<file path="config.mk">
export PLATFORM = sky130hd
export DESIGN_NAME = firmware_loader
export DESIGN_NICKNAME = d
export VERILOG_FILES = /design/src/rtl/firmware_loader.sv
export SDC_FILE = /design/constraint.sdc
export NUM_CORES = 1
export LEC_CHECK = 0
export ABC_AREA = 1
export BUFFER_PORTS_ARGS = -buffer_cell sky130_fd_sc_hd__buf_4
export CAP_MARGIN = 10
export CORE_MARGIN = 2
export CORE_UTILIZATION = 55
export CTS_BUF_LIST = sky130_fd_sc_hd__clkbuf_8 sky130_fd_sc_hd__clkbuf_16
export CTS_CLUSTER_DIAMETER = 150
export CTS_CLUSTER_SIZE = 8
export DETAILED_ROUTE_END_ITERATION = 8
export GPL_ROUTABILITY_DRIVEN = 0
export MAX_ROUTING_LAYER = met4
export PLACE_DENSITY = 0.74
export SYNTH_ARGS = -nofsm -noshare
export SYNTH_HDL_FRONTEND = slang
export SYNTH_SLANG_ARGS = --single-unit
</file>
<file path="constraint.sdc">
create_clock -name clk -period 2.05 [get_ports clk]
set_input_delay 0.1025 -clock clk [delete_from_list [all_inputs] [get_ports clk]]
set_output_delay 0.1025 -clock clk [all_outputs]
set_load 0.05 [all_outputs]
</file>
<file path="src/rtl/firmware_loader.sv">
// Receives a framed firmware image byte-by-byte and writes it into the firmware/vector stores.
// Optional inter-byte timeout is enabled with the FIRMWARE_LOADER_TIMEOUT_EN macro.
module firmware_loader #(
  parameter int TIMEOUT_CYCLES = 1_000_000
) (
  input  logic        clk,
  input  logic        rst_n,
  input  logic [7:0]  rx_data,
  input  logic        rx_valid,
  output logic        rx_ready,
  input  logic        boot_from_rom,
  output logic [13:0] wr_address,
  output logic [7:0]  wr_data,
  output logic        wr_en_firmware,
  output logic        wr_en_vectors,
  output logic        cpu_hold,
  output logic        done,
  output logic        error
);

  typedef enum logic [2:0] {
    S_IDLE, S_LEN_LO, S_LEN_HI, S_DATA, S_CSUM, S_DONE
  } state_t;

  localparam logic [7:0]  MAGIC   = 8'hA5;
  localparam logic [15:0] MAX_LEN = 16'h2006;
  localparam logic [13:0] FW_SIZE = 14'h2000;

  state_t      state_reg;
  logic [7:0]  len_lo_reg;
  logic [13:0] len_reg;
  logic [13:0] index_reg;
  logic [7:0]  sum_reg;

  logic        take;
  logic [15:0] len_full;
  logic [7:0]  sum_next;
  logic        timeout_hit;
  logic        loaded;

  assign take     = rx_valid && rx_ready;
  assign len_full = {rx_data, len_lo_reg};
  assign sum_next = sum_reg + rx_data;

`ifdef FIRMWARE_LOADER_TIMEOUT_EN
  localparam int CNT_W = $clog2(TIMEOUT_CYCLES + 1);
  localparam logic [CNT_W-1:0] CNT_LAST = CNT_W'(TIMEOUT_CYCLES - 1);

  logic [CNT_W-1:0] idle_cnt_reg;
  logic             loaded_reg;
  logic             in_frame;

  assign in_frame    = (state_reg == S_LEN_LO) || (state_reg == S_LEN_HI) ||
                       (state_reg == S_DATA)   || (state_reg == S_CSUM);
  assign timeout_hit = in_frame && !take && (idle_cnt_reg == CNT_LAST);
  assign loaded      = loaded_reg;

  // Counts consecutive byte-less cycles while a frame is open.
  always_ff @(posedge clk or negedge rst_n) begin
    if (!rst_n) begin
      idle_cnt_reg <= '0;
    end else if (!in_frame || take || timeout_hit) begin
      idle_cnt_reg <= '0;
    end else begin
      idle_cnt_reg <= idle_cnt_reg + 1'b1;
    end
  end

  always_ff @(posedge clk or negedge rst_n) begin
    if (!rst_n) begin
      loaded_reg <= 1'b0;
    end else if (state_reg == S_CSUM && take && sum_next == 8'h00) begin
      loaded_reg <= 1'b1;
    end
  end
`else
  assign timeout_hit = 1'b0;
  assign loaded      = 1'b0;
`endif

  always_ff @(posedge clk or negedge rst_n) begin
    if (!rst_n) begin
      state_reg      <= S_IDLE;
      len_lo_reg     <= '0;
      len_reg        <= '0;
      index_reg      <= '0;
      sum_reg        <= '0;
      rx_ready       <= 1'b0;
      wr_address     <= '0;
      wr_data        <= '0;
      wr_en_firmware <= 1'b0;
      wr_en_vectors  <= 1'b0;
      cpu_hold       <= 1'b1;
      done           <= 1'b0;
      error          <= 1'b0;
    end else begin
      rx_ready       <= 1'b1;
      wr_en_firmware <= 1'b0;
      wr_en_vectors  <= 1'b0;
      if (timeout_hit) begin
        error <= 1'b1;
        if (loaded) begin
          state_reg <= S_DONE;
          done      <= 1'b1;
          cpu_hold  <= 1'b0;
        end else begin
          state_reg <= S_IDLE;
        end
      end else begin
        case (state_reg)
          S_IDLE: begin
            if (take && rx_data == MAGIC) begin
              state_reg <= S_LEN_LO;
              error     <= 1'b0;
            end else if (boot_from_rom) begin
              state_reg <= S_DONE;
              done      <= 1'b1;
              cpu_hold  <= 1'b0;
            end
          end
          S_LEN_LO: begin
            if (take) begin
              len_lo_reg <= rx_data;
              state_reg  <= S_LEN_HI;
            end
          end
          S_LEN_HI: begin
            if (take) begin
              if (len_full == 16'h0000 || len_full > MAX_LEN) begin
                error     <= 1'b1;
                state_reg <= S_IDLE;
              end else begin
                len_reg   <= len_full[13:0];
                index_reg <= '0;
                sum_reg   <= '0;
                state_reg <= S_DATA;
              end
            end
          end
          S_DATA: begin
            if (take) begin
              wr_data <= rx_data;
              // Indices past the firmware window land in the 6-entry vector store.
              if (index_reg < FW_SIZE) begin
                wr_en_firmware <= 1'b1;
                wr_address     <= index_reg;
              end else begin
                wr_en_vectors <= 1'b1;
                wr_address    <= index_reg - FW_SIZE;
              end
              sum_reg   <= sum_next;
              index_reg <= index_reg + 1'b1;
              if (index_reg == len_reg - 1'b1) begin
                state_reg <= S_CSUM;
              end
            end
          end
          S_CSUM: begin
            if (take) begin
              if (sum_next == 8'h00) begin
                state_reg <= S_DONE;
                done      <= 1'b1;
                cpu_hold  <= 1'b0;
              end else begin
                error     <= 1'b1;
                state_reg <= S_IDLE;
              end
            end
          end
          S_DONE: begin
            if (take && rx_data == MAGIC) begin
              state_reg <= S_LEN_LO;
              cpu_hold  <= 1'b1;
              done      <= 1'b0;
              error     <= 1'b0;
            end
          end
          default: state_reg <= S_IDLE;
        endcase
      end
    end
  end

endmodule
</file>
**After elaboration in Yosys (flattened, before gate mapping)**

Index checks and enable logic that the tools add are counted.

- Input port bits: 12
- Register bits: 75
- Output and inout bits: 28
- Logic and storage cells: 101

- Magnitude comparators: 2
- Eq/ne operators: 21
- $add $sub $neg: 4
- Bitwise gates (word level): 1
- Muxes and demuxes: 43
- Reduce and logical (&&, ||, !) cells: 17

Operators with widths:

| cell | number |
|---|---|
| $mux W14 | 4 |
| $pmux W14 S2 | 1 |
| $mux W3 | 9 |
| $mux W8 | 3 |
| $ne A2 B2 Y1 const B | 12 |
| $mux W1 | 20 |
| $pmux W3 S6 | 1 |
| $gt A16 B14 Y1 const B | 1 |
| $logic_not A16 Y1 | 1 |
| $pmux W8 S2 | 1 |
| $add A14 B1 Y14 const B | 1 |
| $eq A14 B14 Y1 | 1 |
| $lt A14 B14 Y1 const B | 1 |
| $sub A14 B1 Y14 const B | 1 |
| $sub A14 B14 Y14 const B | 1 |
| $reduce_and A6 Y1 | 2 |
| $pmux W1 S3 | 3 |
| $add A8 B8 Y8 | 1 |
| $eq A8 B8 Y1 const B | 1 |
| $logic_not A8 Y1 | 1 |
| $reduce_and A7 Y1 | 1 |
| $eq A3 B2 Y1 const B | 2 |
| $eq A3 B3 Y1 const B | 2 |
| $reduce_bool A3 Y1 | 2 |
| other kinds (13) | 15 |

**Logic depth before layout (Yosys ltp)**

Gate-level depths: netlist of run 1.

- Depth after elaboration: 5
- Mapped depth: 15
- Gate-level depth less buffers: 15

**Worst setup path after synthesis of run 1**

No wires, ideal clock.

- Path kind: register to register
- Start point: register rx_ready
- End point: register error
- Path buffers: 0
- Stages on the path, launching flop included: 9
- Setup time: 0.119 ns
- Clock period less this slack: 1.933 ns
- Data arrival time: 1.814 ns
- Data required time: 1.931 ns
- Path slack: 0.117 ns
- Path through: dfrtp_1 -> nand2_1 -> nor3_1 -> or2_2 -> inv_1 -> nor4_1 -> nand2_1 -> nand2_1 -> nand2_1

- Longest elaborated chain between the ends: 4
- Elaborated cells between the ends (all ways): 6
- Those cells by class: eq/ne (3); reduce/logical (3)

Ends and longest elaborated chain:

| element | RTL line | text |
|---|---|---|
| start: declaration | 10 | `output logic rx_ready,` |
| start signal: assignment | 88 | `rx_ready <= 1'b0;` |
| start signal: assignment | 97 | `rx_ready <= 1'b1;` |
| $logic_and A1 B1 Y1 (*) | 41 | `assign take = rx_valid && rx_ready;` |
| $logic_and A1 B1 Y1 | 112, 171 |  |
| $ne A2 B1 Y1 (no source line) | n/a |  |
| $reduce_and A6 Y1 (no source line) (*) | n/a |  |
| end signal: assignment | 114 | `error <= 1'b0;` |
| end signal: assignment | 130 | `error <= 1'b1;` |
| end signal: assignment | 175 | `error <= 1'b0;` |
| end: declaration | 18 | `output logic error` |

Mark *: on every way between the ends. The rest lies on a longest branch, timed or not.
A chain may end at the register's enable or synchronous reset.

**Worst setup path after layout of run 1**

- Start point: register sum_reg[0]
- End point: register error

- Longest elaborated chain between the ends: 4

Ends and longest elaborated chain:

| element | RTL line | text |
|---|---|---|
| start: declaration | 33 | `logic [7:0] sum_reg;` |
| start signal: assignment | 151 | `sum_reg <= sum_next;` |
| $add A8 B8 Y8 | 43 | `assign sum_next = sum_reg + rx_data;` |
| $logic_not A8 Y1 | 160 | `if (sum_next == 8'h00) begin` |
| $ne A2 B2 Y1 (no source line) | n/a |  |
| $reduce_and A6 Y1 (no source line) | n/a |  |
| end signal: assignment | 95 | `error <= 1'b0;` |
| end signal: assignment | 165 | `error <= 1'b1;` |
| end signal: assignment | 175 |  |

Every way passes these cells.

==> results of run 1 <==
power groups by stage:
stage               clock network (uW)  logic (uW)  registers (uW)
finish                            1010        3940            2590
global route                      1090        4350            2670
CTS                               1020        3690            2570
detailed placement                   0        3650            2590
global placement                     0        3550            2580
floorplan                            0        2030            3140
cell type report:
cell class                 instances  area share, %
multi-input combinational        415           42.8
sequential                        74           36.8
timing repair buffer              56           9.30
inverter                          70           5.27
clock buffer                       9           2.46
tap                               99           2.46
clock inverter                     7          0.920
critical path, cell delays in order, from the launching register on:
cell and delay, ns:
dfrtp_1 0.42, ha_4 0.18, fa_2 0.39, xor2_2 0.18, nor2_2 0.16, nand3_2 0.11
nor2_4 0.15, nand4_1 0.17, nand2_1 0.11, inv_2 0.04, nand3_2 0.05, nand2_1 0.05
Yosys cell counts, types with 6 or more instances:
cell type  count
xor2_1        13
a21oi_1       13
inv_1         67
o21ai_0       56
nand3_1       54
nor3_1        12
nor2_1        52
nand4_1       12
nand2_1      165
clkbuf_1       6
dfrtp_1       73
ha_1           9
routing by layer:
layer	wire, um	vias to the layer above
li1	-	1956
met1	4770	1923
met2	5310	116
met3	442	30
met4	305	0
met5	0	-
worst max path at each step:
stage                      startpoint                 to  slack (ns)
2_1_floorplan      rx_ready$_DFF_PN0_  error$_DFFE_PN0P_        0.12
3_3_place_gp   sum_reg[0]$_DFFE_PN0P_  error$_DFFE_PN0P_        0.01
3_5_place_dp   sum_reg[0]$_DFFE_PN0P_   done$_DFFE_PN0P_       -0.08
4_1_cts        sum_reg[2]$_DFFE_PN0P_   done$_DFFE_PN0P_       0.002
5_1_grt        sum_reg[0]$_DFFE_PN0P_  error$_DFFE_PN0P_       -0.14
6_report       sum_reg[0]$_DFFE_PN0P_  error$_DFFE_PN0P_       -0.05
metrics by stage:
stage	instance area (um^2)	TNS [ns]	hold slack [ns]
5_1_grt	5030	-0.599	0.139
3_3_place_gp	4690	0	0.150
6_report	5030	-0.125	0.132
4_1_cts	4880	0	0.117
3_5_place_dp	4690	-0.297	0.153
2_1_floorplan	4230	0	-0.193
what timing repair did:
| action | in CTS | in global routing |
|---|---|---|
| buffers inserted | 0 | 4 |
| setup endpoints to repair | 6 | 11 |
| hold endpoints to repair | 73 | 0 |
| gates cloned | 0 | 0 |
| hold buffers | 1 | 0 |
| pin swaps | 1 | 16 |
| resized for setup | 3 | 33 |
cells by family after synthesis:
kind of cell,count (synthesis),share of synthesized area (%)
AOI/OAI and AO/OA,81,10.3
xor gates and xnor gates,17,3.52
adders and majority gates,10,3.14
buffers and inverters,83,8.14
DFF,74,43.8
other,2,0.178
and+or+nand+nor,305,30.9
==> run_results.csv, run 1 <==
group,metric,value,unit
die,initial_standard_cell_utilization_of_the_core,57.7,%
setup_path,setup.worst_path.end_class,"register",
power,p_int,3820,uW
cts,cts.root.buffer_cell,"clkbuf_8",
cells_and_area,antenna_cells_inserted,0,
setup_path,reg2reg_to,"error$_DFFE_PN0P_",
global_route,wire_length_of_the_first_global_routing_pass,17800,um
detailed_routing,detail_route.wl_per_cell,14.8,um
cells_and_area,seqCellArea,1850,um^2
run_status,failed_checks,"setup timing",
die,die_width,91.7,um
min_path,hold_path_depth,3,
synth,synthDominantCellAreaShare,43.2,%
cells_and_area,area_growth_from_synthesis_to_layout,19.0,%
placed_design,place.detailed.hpwl,7610,um
detailed_routing,dr.first_iter.drc_count,208,
cells_and_area,final_cell_count_no_fill,730,
cells_and_area,final_net_count,648,
synth,synth_cells,572,
cells_and_area,multi_input_area,2150,um^2
placed_design,port-buffer-count,38,
setup_path,critical_path.startpoint_type,"register",
power,leakagePower,0.00262,uW
power,max-vdd-ir-drop,0.000820,V
synth,netlist.top_cell.by_area,"dfrtp_1",
power,comb_power_share,52.3,%
cts,cts.reportedPaths.clkPinSlew,0.08,ns
global_route,grt_max_degree,75,
global_route,grt_antenna_before_repair,0,
setup_path,cp_data_required_time,2.30,ns
detailed_routing,ant_nets,0,
timing,worst_slew_margin_rel,65.4,%
placed_design,cell_count_after_placement,709,
detailed_routing,totalWireLength,10800,um
power,sw_frac_of_total,49.3,%
run_status,status,"finished with violations",
synth,syn-mean-instance-area,7.39,um^2
detailed_routing,via_count,4025,
die,floorplan.core_area,7330,um^2
timing,transition_time_of_the_tightest_slew_check_pin,0.515,ns
timing,report.final.slew_viol_count,0,
synth,ys_seq_area_share,43.8,%
cts,worst_skew_pair.late_latency,0.35,ns
synth,synth_flop_type,"dfrtp_1",
synth,yosys.cell_types.count,34,
power,report.power.total,7530,uW
global_route,overall_fraction_of_global_route_tracks_in_use,27.3,%
cells_and_area,layout-drive-gt1-share,17.3,%
synth,postSynth.asyncResetShare,100,%
timing,fin_crit_sh,103,%
detailed_routing,drc_errors,0,
synth,postSynthRegisterBits,74,
cells_and_area,finalCoreUtilization,68.6,%
setup_path,cp_data_arrival_time,2.35,ns
timing,fmax,475,MHz
die,die_height,91.7,um
die,num_io_pins,40,
cells_and_area,final.fill_count,600,
synth,synth_area_leaders,"dfrtp_1, nand2_1, o21ai_0, nand3_1, inv_1",
setup_path,crit-reg2reg-launch,"sum_reg[0]$_DFFE_PN0P_",
min_path,worst_hold_startpoint,"rx_data[3]",
synth,synthesis.area,4230,um^2
timing,finalHoldViolCount,0,
global_route,global_route.usage.met3,3.37,%
setup_path,crit_fanout,3,
timing,fin_crit,2.10,ns
global_route,grt_pass1_vias,3800,
power,seq_power_share,34.4,%
die,floorplan.rows,31,
setup_path,worst-setup-path-type,"reg -> reg",
timing,fin_worst_skew,0.0100,ns
cts,cts_max_level,3,
power,power.density_cell_area,1500,nW/um^2
global_route,global_route.peak_usage_layer,"met2",
cts,tritoncts,"yes",
power,power_frac_clock,13.4,%
power,netSwitchingPower,3710,uW
placed_design,placement.setup.worst_slack,-0.0841,ns
cts,clock-sinks,74,
synth,synth_nets,594,
global_route,grt.met1_usage,35.7,%
detailed_routing,drtPass1Iterations,5,
timing,grt_setup_unrepaired,"true",
cells_and_area,mostFrequentLayoutCell,"nand2_1",
detailed_routing,route.detailed.vias_per_inst,5.51,
cts,cts_max_path_buffers,2,
timing,postLayoutSetupSlackWorst,-0.0535,ns
global_route,gr-usage-met2,43.7,%
min_path,worst_hold_path.endpoint,"len_lo_reg[3]$_DFFE_PN0P_",
setup_path,r2r_slack,-0.05,ns
setup_path,rr_worst_depth,11,
global_route,gr-total-overflow,0,
die,die-area,8400,um^2
synth,yosys_warnings,0,
min_path,holdCritPathClass,"in -> reg",
flow_run,maxCapViolations,0,
timing,finalSetupViolCount,5,
synth,synth_enable_flop_cells,0,
cts,cts_made_buffers,9,
cells_and_area,layout.cells.most_common_list,"nand2_1, dfrtp_1, inv_1",
No activity file was read; power rests on OpenSTA's default activity.
==> inputs of run 2 (changes only) <==
CORE_MARGIN = 4   (was 2)
CORE_UTILIZATION = 60   (was 55)
PLACE_DENSITY = 0.8   (was 0.74)
==> run_results.csv, run 2 (synthesis gave the netlist of run 1 again) <==
group,metric,value,unit
run_status,status,"finished with violations",
run_status,failed_checks,"setup timing",
die,initial_standard_cell_utilization_of_the_core,61.9,%
die,die_width,91.9,um
cts,cts_max_path_buffers,2,
detailed_routing,drc_errors,0,
cells_and_area,final_non_filler_cell_area,5020,um^2
timing,finalHoldViolCount,0,
die,floorplan.rows,30,
timing,fin_worst_skew,0.00772,ns
timing,worst_slew_margin_rel,65.3,%
detailed_routing,ant_nets,0,
die,floorplan.core_area,6830,um^2
detailed_routing,dr.first_iter.drc_count,221,
cells_and_area,antenna_cells_inserted,0,
timing,transition_time_of_the_tightest_slew_check_pin,0.520,ns
timing,grt_setup_unrepaired,"true",
detailed_routing,drtPass1Iterations,4,
die,num_io_pins,40,
power,max-vdd-ir-drop,0.000824,V
global_route,wire_length_of_the_first_global_routing_pass,17500,um
detailed_routing,detail_route.wl_per_cell,14.4,um
setup_path,worst-setup-path-type,"reg -> reg",
cts,cts_made_buffers,9,
global_route,grt_pass1_vias,3847,
cells_and_area,layout.cells.most_common_list,"nand2_1, dfrtp_1, inv_1",
flow_run,maxCapViolations,0,
cts,clock-sinks,74,
cells_and_area,layout-drive-gt1-share,17.9,%
setup_path,slowest_delay,0.41,ns
setup_path,cp_data_arrival_time,2.29,ns
setup_path,crit-reg2reg-launch,"sum_reg[0]$_DFFE_PN0P_",
cells_and_area,final_net_count,649,
power,power.density_cell_area,1490,nW/um^2
cts,cts.root.buffer_cell,"clkbuf_8",
detailed_routing,route.detailed.vias_per_inst,5.53,
die,die-area,8450,um^2
cells_and_area,finalCoreUtilization,73.5,%
timing,fin_crit_sh,101,%
global_route,overall_fraction_of_global_route_tracks_in_use,26.3,%
detailed_routing,via_count,4028,
setup_path,r2r_slack,-0.02,ns
setup_path,critPathMostFrequentCell,"nand2_1",
min_path,hold_path_depth,3,
die,die_height,91.9,um
setup_path,slowest_stage,"fa_2",
min_path,worst_hold_path.endpoint,"len_lo_reg[3]$_DFFE_PN0P_",
setup_path,crit_chain,"ha_2, fa_2, inv_2, nand2_1, nor2_1, nand3_1, nor2_2, nand3_1, nand2_1, nand3_2, nand2_1, o21ai_0",
setup_path,cp_data_required_time,2.28,ns
placed_design,port-buffer-count,38,
global_route,gr-total-overflow,0,
cells_and_area,area_growth_from_synthesis_to_layout,18.7,%
detailed_routing,totalWireLength,10500,um
placed_design,place.detailed.hpwl,7610,um
timing,worst_hold_slack,0.106,ns
setup_path,crit_fanout,4,
setup_path,critical_path.startpoint_type,"register",
min_path,worst_hold_startpoint,"rx_data[3]",
cts,cts.reportedPaths.clkPinSlew,0.08,ns
cts,cts_max_level,3,
timing,report.final.slew_viol_count,0,
setup_path,setup.worst_path.end_class,"register",
min_path,holdCritPathClass,"in -> reg",
setup_path,reg2reg_to,"done$_DFFE_PN0P_",
setup_path,rr_worst_depth,12,
placed_design,placement.cell_area,4690,um^2
timing,finalSetupViolCount,1,
cells_and_area,mostFrequentLayoutCell,"nand2_1",
global_route,grt_max_degree,46,
cts,tritoncts,"yes",
power,leakagePower,0.00262,uW
timing,fmax,484,MHz
global_route,grt_antenna_before_repair,0,
timing,postLayoutSetupSlackWorst,-0.0178,ns
cts,worst_skew_pair.late_latency,0.35,ns
timing,fin_crit,2.07,ns
-- run 2: per-stage QoR --
step	power (uW)	TNS [ns]	setup slack, ns	std cells
after floorplan	5180	0	0.117	572
after detailed placement	6250	-0.163	-0.0659	708
after CTS	7260	0	0.0134	725
after global routing	8070	-0.400	-0.141	728
after global placement	6130	0	0.00971	708
final	7480	-0.0178	-0.0178	728
-- run 2: worst max-delay path by stage --
stage                                 from                end  cells past startpoint  slack [ns]
CTS                 sum_reg[0]$_DFFE_PN0P_   done$_DFFE_PN0P_                     11        0.01
global route        sum_reg[0]$_DFFE_PN0P_   done$_DFFE_PN0P_                     12       -0.14
finish              sum_reg[0]$_DFFE_PN0P_   done$_DFFE_PN0P_                     12       -0.02
global placement    sum_reg[0]$_DFFE_PN0P_  error$_DFFE_PN0P_                     11        0.01
detailed placement  sum_reg[0]$_DFFE_PN0P_   done$_DFFE_PN0P_                     11       -0.07
floorplan               rx_ready$_DFF_PN0_  error$_DFFE_PN0P_                      8        0.12
-- run 2: report_power, final --
part / internal [uW] / switching [uW] / total (uW)
registers: 2030 / 566 / 2600
clock network: 436 / 564 / 1000
logic: 1340 / 2540 / 3880
total: 3810 / 3670 / 7480
-- run 2: final cells by class --
| type | count | area (um^2) |
|---|---|---|
| Sequential cell | 74 | 1850 |
| Clock inverter | 7 | 46.3 |
| Timing Repair Buffer | 57 | 463 |
| Tap cell | 96 | 120 |
| Clock buffer | 9 | 124 |
| Fill cell | 563 | 1810 |
| Inverter | 70 | 269 |
| Multi-Input combinational cell | 415 | 2140 |
-- run 2: metal layers --
metal / wire [um] / vias to the layer above / global-route usage (%)
met2: 5280 / 152 / 43.3
met3: 581 / 28 / 4.84
met5: 0 / - / -
met1: 4380 / 1893 / 32.7
li1: - / 1955 / -
met4: 231 / 0 / 9.28
-- run 2: repair_timing --
action,CTS,global route
pin swaps,0,8
hold buffers,1,0
hold endpoints to repair,29,0
buffers inserted,0,3
resized for setup,2,33
setup endpoints to repair,5,24
-- run 2: worst max-delay path, delay by kind of cell, from the launching register on --
| family | cells | cell delay (ns) |
|---|---|---|
| flops | 1 | 0.39 |
| compound gates | 1 | 0.08 |
| simple gates | 8 | 0.77 |
| buf+inv | 1 | 0.08 |
| fa+ha+maj | 2 | 0.60 |
